File: src/rtl/fpu_unit_if.sv
// fpu_unit_if
// Host-side command/result bundle for the fpu_unit coprocessor.
//   start           : level request, only looked at while the unit is idle
//   a_operand       : binary32 operand A
//   b_operand       : binary32 operand B
//   operation       : 0 add, 1 sub, 2 mul, 3 reserved
//   ieee_packet_out : binary32 result, held until the next completion
//   cmd_end         : one-cycle completion pulse
//   busy            : high while a command is in progress
// The host side uses the master modport, the arithmetic unit uses slave.
interface fpu_unit_if;
    logic        start;
    logic [31:0] a_operand;
    logic [31:0] b_operand;
    logic [1:0]  operation;
    logic [31:0] ieee_packet_out;
    logic        cmd_end;
    logic        busy;

    modport master (
        output start, a_operand, b_operand, operation,
        input  ieee_packet_out, cmd_end, busy
    );

    modport slave (
        input  start, a_operand, b_operand, operation,
        output ieee_packet_out, cmd_end, busy
    );
endinterface

File: src/rtl/fpu_unit.sv
// fpu_unit
// Multi-cycle IEEE-754 binary32 add / subtract / multiply coprocessor with
// round-to-nearest-even and full subnormal, zero, infinity and NaN handling.
//   clk  : rising-edge system clock
//   arst : asynchronous active-low reset
//   bus  : fpu_unit_if.slave (start, operands, opcode in; result, cmd_end,
//          busy out)
// The working significand is 50 bits wide: bit 49 catches carry-out, bit 48
// is the hidden bit and bits 47:0 are fraction, so a full 24x24 product fits
// without loss and add/sub keeps 25 bits below the result LSB for rounding.
module fpu_unit (
    input  logic      clk,
    input  logic      arst,
    fpu_unit_if.slave bus
);

    typedef enum logic [1:0] {
        OP_ADD  = 2'd0,
        OP_SUB  = 2'd1,
        OP_MUL  = 2'd2,
        OP_RSVD = 2'd3
    } e_fpu_op;

    typedef enum logic [3:0] {
        S_IDLE, S_UNPACK, S_SPECIAL, S_ALIGN, S_ADDSUB,
        S_MULT, S_NORM, S_ROUND, S_PACK, S_DONE
    } e_state;

    localparam logic [31:0] QNAN = 32'h7FC00000;

    e_state             state;
    e_state             state_next;

    logic [31:0]        a_reg;
    logic [31:0]        b_reg;
    e_fpu_op            op_reg;
    logic               sa;
    logic               sb;
    logic signed [10:0] ea;
    logic signed [10:0] eb;
    logic [23:0]        ma;
    logic [23:0]        mb;
    logic               a_zero;
    logic               a_inf;
    logic               a_nan;
    logic               b_zero;
    logic               b_inf;
    logic               b_nan;
    logic               rsign;
    logic signed [10:0] rexp;
    logic [49:0]        mant;
    logic [49:0]        mant_y;
    logic [10:0]        diff;
    logic               eff_sub;
    logic [31:0]        result_reg;

    logic               special_hit;
    logic [31:0]        special_val;
    logic               is_addsub;
    logic               a_ge_b;
    logic [49:0]        addsub_sum;
    logic [47:0]        product;
    logic [49:0]        norm_mant;
    logic signed [10:0] norm_exp;
    logic               norm_done;
    logic               round_up;
    logic [24:0]        rounded;
    logic [31:0]        pack_val;

    // Right shift that ORs every bit pushed out into bit 0 (sticky).
    function automatic logic [49:0] shr_sticky(input logic [49:0] v, input logic [10:0] n);
        logic [49:0] lost_mask;
        logic [49:0] r;
        lost_mask = ~({50{1'b1}} << n);
        r         = v >> n;
        r[0]      = r[0] | (|(v & lost_mask));
        return r;
    endfunction

    assign bus.busy            = (state != S_IDLE);
    assign bus.cmd_end         = (state == S_DONE);
    assign bus.ieee_packet_out = result_reg;

    assign is_addsub  = (op_reg == OP_ADD) || (op_reg == OP_SUB);
    // {exponent, significand} orders magnitudes correctly because subnormals
    // carry exponent 1 with a zero hidden bit.
    assign a_ge_b     = {ea, ma} >= {eb, mb};
    // The larger magnitude always sits in mant, so subtraction never wraps.
    assign addsub_sum = eff_sub ? (mant - mant_y) : (mant + mant_y);
    assign product    = {24'd0, ma} * {24'd0, mb};

    // Special-case table, evaluated on the unpacked fields; first match wins.
    always_comb begin
        special_hit = 1'b1;
        special_val = QNAN;
        if (a_nan || b_nan) begin
            special_val = QNAN;
        end else if (is_addsub && a_inf && b_inf && (sa != sb)) begin
            special_val = QNAN;
        end else if ((op_reg == OP_MUL) && ((a_inf && b_zero) || (a_zero && b_inf))) begin
            special_val = QNAN;
        end else if (op_reg == OP_RSVD) begin
            special_val = QNAN;
        end else if (is_addsub && a_inf) begin
            special_val = {sa, 8'hFF, 23'd0};
        end else if (is_addsub && b_inf) begin
            special_val = {sb, 8'hFF, 23'd0};
        end else if ((op_reg == OP_MUL) && (a_inf || b_inf)) begin
            special_val = {sa ^ sb, 8'hFF, 23'd0};
        end else if ((op_reg == OP_MUL) && (a_zero || b_zero)) begin
            special_val = {sa ^ sb, 31'd0};
        end else if (is_addsub && a_zero && b_zero) begin
            // Only (-0)+(-0) stays negative under round-to-nearest.
            special_val = {sa & sb, 31'd0};
        end else if (is_addsub && a_zero) begin
            special_val = {sb, b_reg[30:0]};
        end else if (is_addsub && b_zero) begin
            special_val = {sa, a_reg[30:0]};
        end else begin
            special_hit = 1'b0;
        end
    end

    // One normalisation step. Carry-out and multiply underflow shift right;
    // a missing hidden bit shifts left but never below exponent 1. An
    // exponent of -25 or less would push every bit below the guard position,
    // so the whole significand collapses to sticky in one step.
    always_comb begin
        norm_mant = mant;
        norm_exp  = rexp;
        norm_done = 1'b0;
        if (mant[49]) begin
            norm_mant = {1'b0, mant[49:2], mant[1] | mant[0]};
            norm_exp  = rexp + 11'sd1;
        end else if (rexp < -11'sd24) begin
            norm_mant = {49'd0, |mant};
            norm_exp  = 11'sd1;
        end else if (rexp < 11'sd1) begin
            norm_mant = {1'b0, mant[49:2], mant[1] | mant[0]};
            norm_exp  = rexp + 11'sd1;
        end else if (!mant[48] && (rexp > 11'sd1) && (mant != 50'd0)) begin
            norm_mant = {mant[48:0], 1'b0};
            norm_exp  = rexp - 11'sd1;
        end else begin
            norm_done = 1'b1;
        end
    end

    // Round to nearest even: LSB at bit 25, guard at 24, sticky below.
    always_comb begin
        round_up = mant[24] & ((|mant[23:0]) | mant[25]);
        rounded  = {1'b0, mant[48:25]} + {24'd0, round_up};
    end

    // Final encoding of the rounded significand and exponent.
    always_comb begin
        if (rexp >= 11'sd255) begin
            pack_val = {rsign, 8'hFF, 23'd0};
        end else if (mant[48:25] == 24'd0) begin
            pack_val = {rsign, 31'd0};
        end else if (!mant[48]) begin
            pack_val = {rsign, 8'd0, mant[47:25]};
        end else begin
            pack_val = {rsign, rexp[7:0], mant[47:25]};
        end
    end

    always_ff @(posedge clk or negedge arst) begin
        if (!arst) begin
            state <= S_IDLE;
        end else begin
            state <= state_next;
        end
    end

    always_comb begin
        state_next = state;
        case (state)
            S_IDLE:    if (bus.start) state_next = S_UNPACK;
            S_UNPACK:  state_next = S_SPECIAL;
            S_SPECIAL: begin
                if (special_hit)            state_next = S_DONE;
                else if (op_reg == OP_MUL)  state_next = S_MULT;
                else                        state_next = S_ALIGN;
            end
            S_ALIGN:   state_next = S_ADDSUB;
            S_ADDSUB:  state_next = (addsub_sum == 50'd0) ? S_PACK : S_NORM;
            S_MULT:    state_next = S_NORM;
            S_NORM:    if (norm_done) state_next = S_ROUND;
            S_ROUND:   state_next = S_PACK;
            S_PACK:    state_next = S_DONE;
            S_DONE:    state_next = S_IDLE;
            default:   state_next = S_IDLE;
        endcase
    end

    always_ff @(posedge clk or negedge arst) begin
        if (!arst) begin
            a_reg      <= 32'd0;
            b_reg      <= 32'd0;
            op_reg     <= OP_ADD;
            sa         <= 1'b0;
            sb         <= 1'b0;
            ea         <= 11'sd0;
            eb         <= 11'sd0;
            ma         <= 24'd0;
            mb         <= 24'd0;
            a_zero     <= 1'b0;
            a_inf      <= 1'b0;
            a_nan      <= 1'b0;
            b_zero     <= 1'b0;
            b_inf      <= 1'b0;
            b_nan      <= 1'b0;
            rsign      <= 1'b0;
            rexp       <= 11'sd0;
            mant       <= 50'd0;
            mant_y     <= 50'd0;
            diff       <= 11'd0;
            eff_sub    <= 1'b0;
            result_reg <= 32'd0;
        end else begin
            case (state)
                S_IDLE: begin
                    if (bus.start) begin
                        a_reg  <= bus.a_operand;
                        b_reg  <= bus.b_operand;
                        op_reg <= e_fpu_op'(bus.operation);
                    end
                end
                S_UNPACK: begin
                    // sb holds B's effective sign, so subtract becomes add.
                    sa     <= a_reg[31];
                    sb     <= b_reg[31] ^ (op_reg == OP_SUB);
                    ea     <= (a_reg[30:23] == 8'd0) ? 11'sd1 : $signed({3'b000, a_reg[30:23]});
                    eb     <= (b_reg[30:23] == 8'd0) ? 11'sd1 : $signed({3'b000, b_reg[30:23]});
                    ma     <= {|a_reg[30:23], a_reg[22:0]};
                    mb     <= {|b_reg[30:23], b_reg[22:0]};
                    a_zero <= (a_reg[30:0] == 31'd0);
                    b_zero <= (b_reg[30:0] == 31'd0);
                    a_inf  <= (a_reg[30:23] == 8'hFF) && (a_reg[22:0] == 23'd0);
                    b_inf  <= (b_reg[30:23] == 8'hFF) && (b_reg[22:0] == 23'd0);
                    a_nan  <= (a_reg[30:23] == 8'hFF) && (a_reg[22:0] != 23'd0);
                    b_nan  <= (b_reg[30:23] == 8'hFF) && (b_reg[22:0] != 23'd0);
                end
                S_SPECIAL: begin
                    if (special_hit) begin
                        result_reg <= special_val;
                    end else if (a_ge_b) begin
                        rsign  <= sa;
                        rexp   <= ea;
                        mant   <= {1'b0, ma, 25'd0};
                        mant_y <= {1'b0, mb, 25'd0};
                        diff   <= ea - eb;
                    end else begin
                        rsign  <= sb;
                        rexp   <= eb;
                        mant   <= {1'b0, mb, 25'd0};
                        mant_y <= {1'b0, ma, 25'd0};
                        diff   <= eb - ea;
                    end
                    eff_sub <= sa ^ sb;
                end
                S_ALIGN: begin
                    mant_y <= shr_sticky(mant_y, diff);
                end
                S_ADDSUB: begin
                    mant <= addsub_sum;
                    // Exact cancellation always yields +0.
                    if (addsub_sum == 50'd0) rsign <= 1'b0;
                end
                S_MULT: begin
                    mant  <= {product, 2'b00};
                    rexp  <= ea + eb - 11'sd127;
                    rsign <= sa ^ sb;
                end
                S_NORM: begin
                    mant <= norm_mant;
                    rexp <= norm_exp;
                end
                S_ROUND: begin
                    // A carry out of the significand is an exact power of two.
                    if (rounded[24]) begin
                        mant <= {2'b01, 48'd0};
                        rexp <= rexp + 11'sd1;
                    end else begin
                        mant <= {1'b0, rounded[23:0], 25'd0};
                    end
                end
                S_PACK: begin
                    result_reg <= pack_val;
                end
                default: begin
                end
            endcase
        end
    end

endmodule

File: src/flat_wrapper.sv
// flat-port wrapper written by rule: the top's interface ports become plain ports
module fpu_unit_flat 
  (clk, arst, bus_start, bus_a_operand, bus_b_operand, bus_operation, bus_ieee_packet_out, bus_cmd_end, bus_busy);
  fpu_unit_if bus_i ();
  input  logic clk;
  input  logic arst;
  input wire logic [$bits(bus_i.start)-1:0] bus_start;
  input wire logic [$bits(bus_i.a_operand)-1:0] bus_a_operand;
  input wire logic [$bits(bus_i.b_operand)-1:0] bus_b_operand;
  input wire logic [$bits(bus_i.operation)-1:0] bus_operation;
  output wire logic [$bits(bus_i.ieee_packet_out)-1:0] bus_ieee_packet_out;
  output wire logic [$bits(bus_i.cmd_end)-1:0] bus_cmd_end;
  output wire logic [$bits(bus_i.busy)-1:0] bus_busy;
  assign bus_i.start = bus_start;
  assign bus_i.a_operand = bus_a_operand;
  assign bus_i.b_operand = bus_b_operand;
  assign bus_i.operation = bus_operation;
  assign bus_ieee_packet_out = bus_i.ieee_packet_out;
  assign bus_cmd_end = bus_i.cmd_end;
  assign bus_busy = bus_i.busy;
  fpu_unit u_core (.clk(clk), .arst(arst), .bus(bus_i));
endmodule
File: config.mk
export PLATFORM = sky130hd
export DESIGN_NAME = fpu_unit_flat
export DESIGN_NICKNAME = d
export VERILOG_FILES = /design/src/rtl/fpu_unit_if.sv /design/src/rtl/fpu_unit.sv /design/src/flat_wrapper.sv
export SDC_FILE = /design/constraint.sdc
export NUM_CORES = 2
export LEC_CHECK = 0
export ABC_CLOCK_PERIOD_IN_PS = 21800
export CAP_MARGIN = 20
export CORE_UTILIZATION = 55
export DETAILED_ROUTE_END_ITERATION = 10
export PLACE_DENSITY = 0.72
export SETUP_SLACK_MARGIN = 0.2
export SLEW_MARGIN = 5
export SYNTH_ARGS = -nofsm -noshare
export SYNTH_HDL_FRONTEND = slang
export SYNTH_SLANG_ARGS = --single-unit
File: constraint.sdc
create_clock -name clk -period 21.8 [get_ports clk]
set_input_delay 3.27 -clock clk [delete_from_list [all_inputs] [get_ports clk]]
set_output_delay 3.27 -clock clk [all_outputs]
set_load 0.01 [all_outputs]
; ---- Yosys cells after proc, flatten, opt, wreduce, memory -nomap -nowiden
; Index checks and enable logic that the tools add are counted.
[word_totals]
output_inout_bits = 34
wordCells = 194
regBits = 304
[op_classes]
magnitude_cmp = 5
eq_ne = 22
n_shift = 2
addsub = 9
n_mul = 1
bitwise_logic = 10
n_reduce_logical = 57
n_mux = 64
[op_table]
columns = operator, n
row1 = 32-bit two-way mux, 12
row2 = 50-bit two-way mux, 7
row3 = 50-bit case mux with 5 select lines, 1
row4 = 49-bit two-way mux, 3
row5 = 50-bit case mux with 2 select lines, 1
row6 = 50-bit OR reduction, 2
row7 = 31-bit two-way mux, 3
row8 = 11-bit two-way mux, 8
row9 = 32-bit case mux with 2 select lines, 1
row10 = 31-bit logical NOT, 2
row11 = 50-bit adder, 1
row12 = 50-bit bitwise AND, 1
row13 = 50-bit logical NOT, 1
row14 = 50-bit inverter, 1
row15 = 50-bit nonzero test, 1
row16 = "50-bit by 11-bit left shift with 50-bit output, first input constant", 1
row17 = 50-bit by 11-bit >> shifter with 50-bit output, 1
row18 = 50-bit subtractor, 1
row19 = 24-bit by 24-bit multiplier with 48-bit output, 1
row20 = 23-bit logical NOT, 2
row21 = 23-bit nonzero test, 2
row22 = 11-bit case mux with 4 select lines, 1
row23 = 4-bit case mux with 9 select lines, 1
row24 = 35-bit >= comparator, 1
row25 = 46 further kinds, 114

; ---- Depth between registers and ports, before layout
[logic_depth]
word_depth = 16
ltp_mapped = 30
ltp_nobuf = 28

; ---- Worst setup path after synthesis
; No wires, ideal clock.
[synth_path]
path_type = register to register
start = reg u_core.mb[3]
end = reg u_core.mant[48]
t_arrival_ns = 7.046
period_less_slack_ns = 7.128
required_time_ns = 21.717
stages_incl_launch_ff = 29
setup_slack_ns = 14.672
path_cell_list = dfrtp_1 -> clkbuf_1 -> clkbuf_1 -> nand2_1 -> fa_1 -> inv_1 -> fa_1 -> inv_1 -> fa_1 -> fa_1 -> inv_1 -> fa_1 -> fa_1 -> inv_1 -> fa_1 -> inv_1 -> ha_1 -> o21a_1 -> o21ai_0 -> o21bai_1 -> a21o_1 -> o32ai_1 -> o31ai_2 -> a21oi_1 -> nand2_1 -> a21oi_1 -> nor3_1 -> mux2_2 -> o21ai_0
[synth_between]
elab_chain_cells = 4
elab_cells_between_ends = 5
[synth_lines]
columns = element, line
row1 = from (decl), fpu_unit.sv:42  ; logic [23:0] mb;
row2 = from (signal assigned), fpu_unit.sv:237  ; mb <= {|b_reg[30:23], b_reg[22:0]};
row3 = "parallel branches: the longest is 3 deep, another holds 24-bit by 24-bit multiplier with 48-bit output", n/a
row4 = 50-bit case mux with 5 select lines (*), fpu_unit.sv:222  ; case (state)
row5 = to (signal assigned), fpu_unit.sv:251  ; mant <= {1'b0, ma, 25'd0};
row6 = to (signal assigned), fpu_unit.sv:257  ; mant <= {1'b0, mb, 25'd0};
row7 = to (signal assigned), fpu_unit.sv:267  ; mant <= addsub_sum;
row8 = to (decl), fpu_unit.sv:51  ; logic [49:0] mant;
; Mark *: on every way between the ends. The select of a mux whose other input is x is not followed.
; A chain may end at the register's enable or synchronous reset.

; ---- Final worst setup path
[layout_path]
start = reg u_core.mb[0]
end = reg u_core.mant[42]
; The elaborated chain is that of the path after synthesis.

==> reports/metrics.yaml <==
clocking:
  clock_latency_ns: 0.61
  cts.repair.resized: 0
  cts_inserted_buffers: 40
  cts_buffer_depth: 3
  htreeDepth: 2
  cts_hold_buf: 0
  cts_num_sinks: 298
  cts_tree: "yes"
  post-cts-setup-buffers: 0
  cts_root_buf: "clkbuf_16"
  clk_pin_slew_ns: 0.06
die:
  io_pins: 103
  core_area_sq_um: 79260
  die-area_sq_um: 81430
  initial_core_util_pct: 55.72
  die_x_um: 285.4
  die_height_um: 285.4
  num_rows: 103
route:
  ant_nets: 0
  drcViolationCount: 0
  wl_per_cell_um: 24.38
  vias_per_cell: 6.353
  vias: 39680
  drt_pass1_iterations: 9
  totalWireLength_um: 152300
  drt_iter0_markers: 4859
cells_and_area:
  post-route-util_pct: 59.34
  drive_gt1_share_pct: 6.353
  n_fill_cell: 7126
  fin_nets: 6029
  area_growth_pct: 6.500
  top_regs: "u_core.mant x50, u_core.mant_y x50"
timing:
  holdWs_ns: 0.4800
  slew_violations: 0
  final-setup-viol-count: 0
  finalHoldViolCount: 0
  grt_setup_unrepaired: "false"
  fin_skew_ns: 0.05315
  period_needed_ns: 8.135
  max_clock_freq_mhz: 122.9
  setup_tns_ns: 0
  relSlewSlack_pct: 21.81
  fin_ws_ns: 13.66
  tightestPinTransition_ns: 1.167
  fin_crit_sh_pct: 37.32
min_path:
  hp-class: "register to register"
yosys:
  netlist_area_sq_um: 44160
  synth-edff-count: 0
  synthCells: 5308
  synth_cell_type_count: 108
  async_reset_ff_share_pct: 100.0
  ys.flop_type: "dfrtp_1"
  synth-seq-cells: 298
  ys_warn_count: 0
  syn-num-nets: 6172
  yosysSeqAreaShare_pct: 16.89
  syn_avg_cell_area_sq_um: 8.320
worst_setup_path:
  startpoint_type: "register"
  rrSetupSlack_ns: 13.66
  worstSetupEndpointType: "register"
  crit_type: "register to register"
  arrival_ns: 8.63
  required_ns: 22.30
  crit_path_max_fanout: 28
grt:
  globalRouteOverflowTotal: 0
  antenna_found_initial: 3
  grtUsageTotal_pct: 37.57
  grt_max_degree: 141
  grt_pass1_vias: 38910
  grt_pass1_wl_um: 235300
placement:
  routabilityCongestion: 1.009
  place_ws_ns: 13.73
  port_buffers: 102
  dp_hpwl_um: 115900
flow_run:
  max-cap-violations: 0
status:
  status: "finished, final reports clean"
==> worst max-delay path: stages, from the launching register on <==
cell	delay (ns)
dfrtp_1	1.04
and2_1	0.27
fa_1	0.42
fa_1	0.55
inv_1	0.06
fa_1	0.52
inv_1	0.05
fa_1	0.49
inv_1	0.05
fa_1	0.52
inv_1	0.05
fa_1	0.48
inv_1	0.05
fa_1	0.48
inv_1	0.04
ha_1	0.38
nand3_1	0.15
a2111oi_1	0.50
o32ai_1	0.16
buf_4	0.19
o31ai_2	0.43
a21oi_1	0.13
nand2_1	0.11
a21oi_1	0.09
nand2b_1	0.17
or4b_1	0.51
a31oi_1	0.16
==> layer usage <==
layer | up-vias | track usage (%) | wire length (um)
met5 | - | 0 | 21
met4 | 4 | 17.61 | 8212
met3 | 462 | 8.784 | 17500
met2 | 2480 | 55.42 | 64980
met1 | 19350 | 52.17 | 61580
li1 | 17390 | - | -
==> worst paths after layout <==
kind	start	end	depth (start not counted)
max	u_core.mb[0]$_DFFE_PN0P_	u_core.mant[42]$_DFFE_PN0P_	26
min	u_core.ma[22]$_DFFE_PN0P_	u_core.ma[22]$_DFFE_PN0P_	2
max reg2reg	u_core.mb[0]$_DFFE_PN0P_	u_core.mant[42]$_DFFE_PN0P_	26
min reg2reg	u_core.ma[22]$_DFFE_PN0P_	u_core.ma[22]$_DFFE_PN0P_	2
max in group asynchronous	arst	u_core.mb[0]$_DFFE_PN0P_	3
min in group asynchronous	arst	u_core.mant[10]$_DFFE_PN0P_	1
==> kinds of logic (layout without fill, tap and decap cells) <==
logic type,after synthesis,count (layout),synth area share (%)
AND/OR/NAND/NOR,1651,1651,17.62
AO/OA/AOI/OAI,1139,1139,16.25
buffers and inverters,1038,924,9.381
adder cells (fa/ha/maj),795,795,30.79
flip-flops,298,298,16.89
multiplexers,227,227,5.885
XOR/XNOR,160,160,3.190
other,0,2,0
==> cells in the final DEF (no fill, tap or decap), types with 38 or more instances in the layout <==
master             n
nand2_1          669
inv_1            664
fa_1             486
o21ai_0          323
nor2_1           317
ha_1             309
a21oi_1          302
dfrtp_1          294
and2_1           270
mux2i_1          122
xnor2_1          117
clkdlybuf4s50_1  101
nand3_1           96
a22oi_1           90
mux2_2            88
a21o_1            81
buf_4             80
nor3_1            60
nand4_1           49
xor2_1            42
clkbuf_16         40
nor4_1            38
a31oi_1           38
==> synthesized netlist by cell type, types with 29 or more instances <==
library cell	number	area (sq um)
a31oi_1	38	237.7
mux2_2	88	991.0
a21o_1	81	608.1
o211ai_1	35	262.8
clkbuf_1	303	1137
a221oi_1	29	254.0
nor2_1	321	1205
inv_1	664	2492
nand2_1	669	2511
dfrtp_1	298	7457
fa_1	486	9729
a22oi_1	90	675.7
nand4_1	49	306.5
nor3_1	65	325.3
a211oi_1	30	225.2
mux2i_1	122	1221
a21oi_1	302	1511
nor4_1	39	244.0
xor2_1	42	367.9
ha_1	309	3866
o221ai_1	34	297.8
xnor2_1	117	1025
nand3_1	98	490.5
and2_1	270	1689
o21ai_0	323	1617
==> through the flow <==
step                      cell area [sq um]  std cells
after floorplan                       44160       5308
after global placement                45550       6170
after detailed placement              45560       6171
after CTS                             46970       6242
after global routing                  47030       6244
final                                 47030       6246
==> area by class of cell <==
type / count / area (sq um) / area share [%]
diodes: 2 / 5.005 / 0.01064
flip-flops and latches: 298 / 7462 / 15.87
inverters: 667 / 2504 / 5.323
repair buffers: 186 / 1707 / 3.629
clock buffers: 54 / 1134 / 2.410
well taps: 1050 / 1314 / 2.793
multi-input cells: 3972 / 32630 / 69.37
clock inverters: 17 / 281.5 / 0.5986
Power is left out: the tool's default activity adds up to more than one toggle a clock period on the data nets, which glitch-free logic cannot reach.
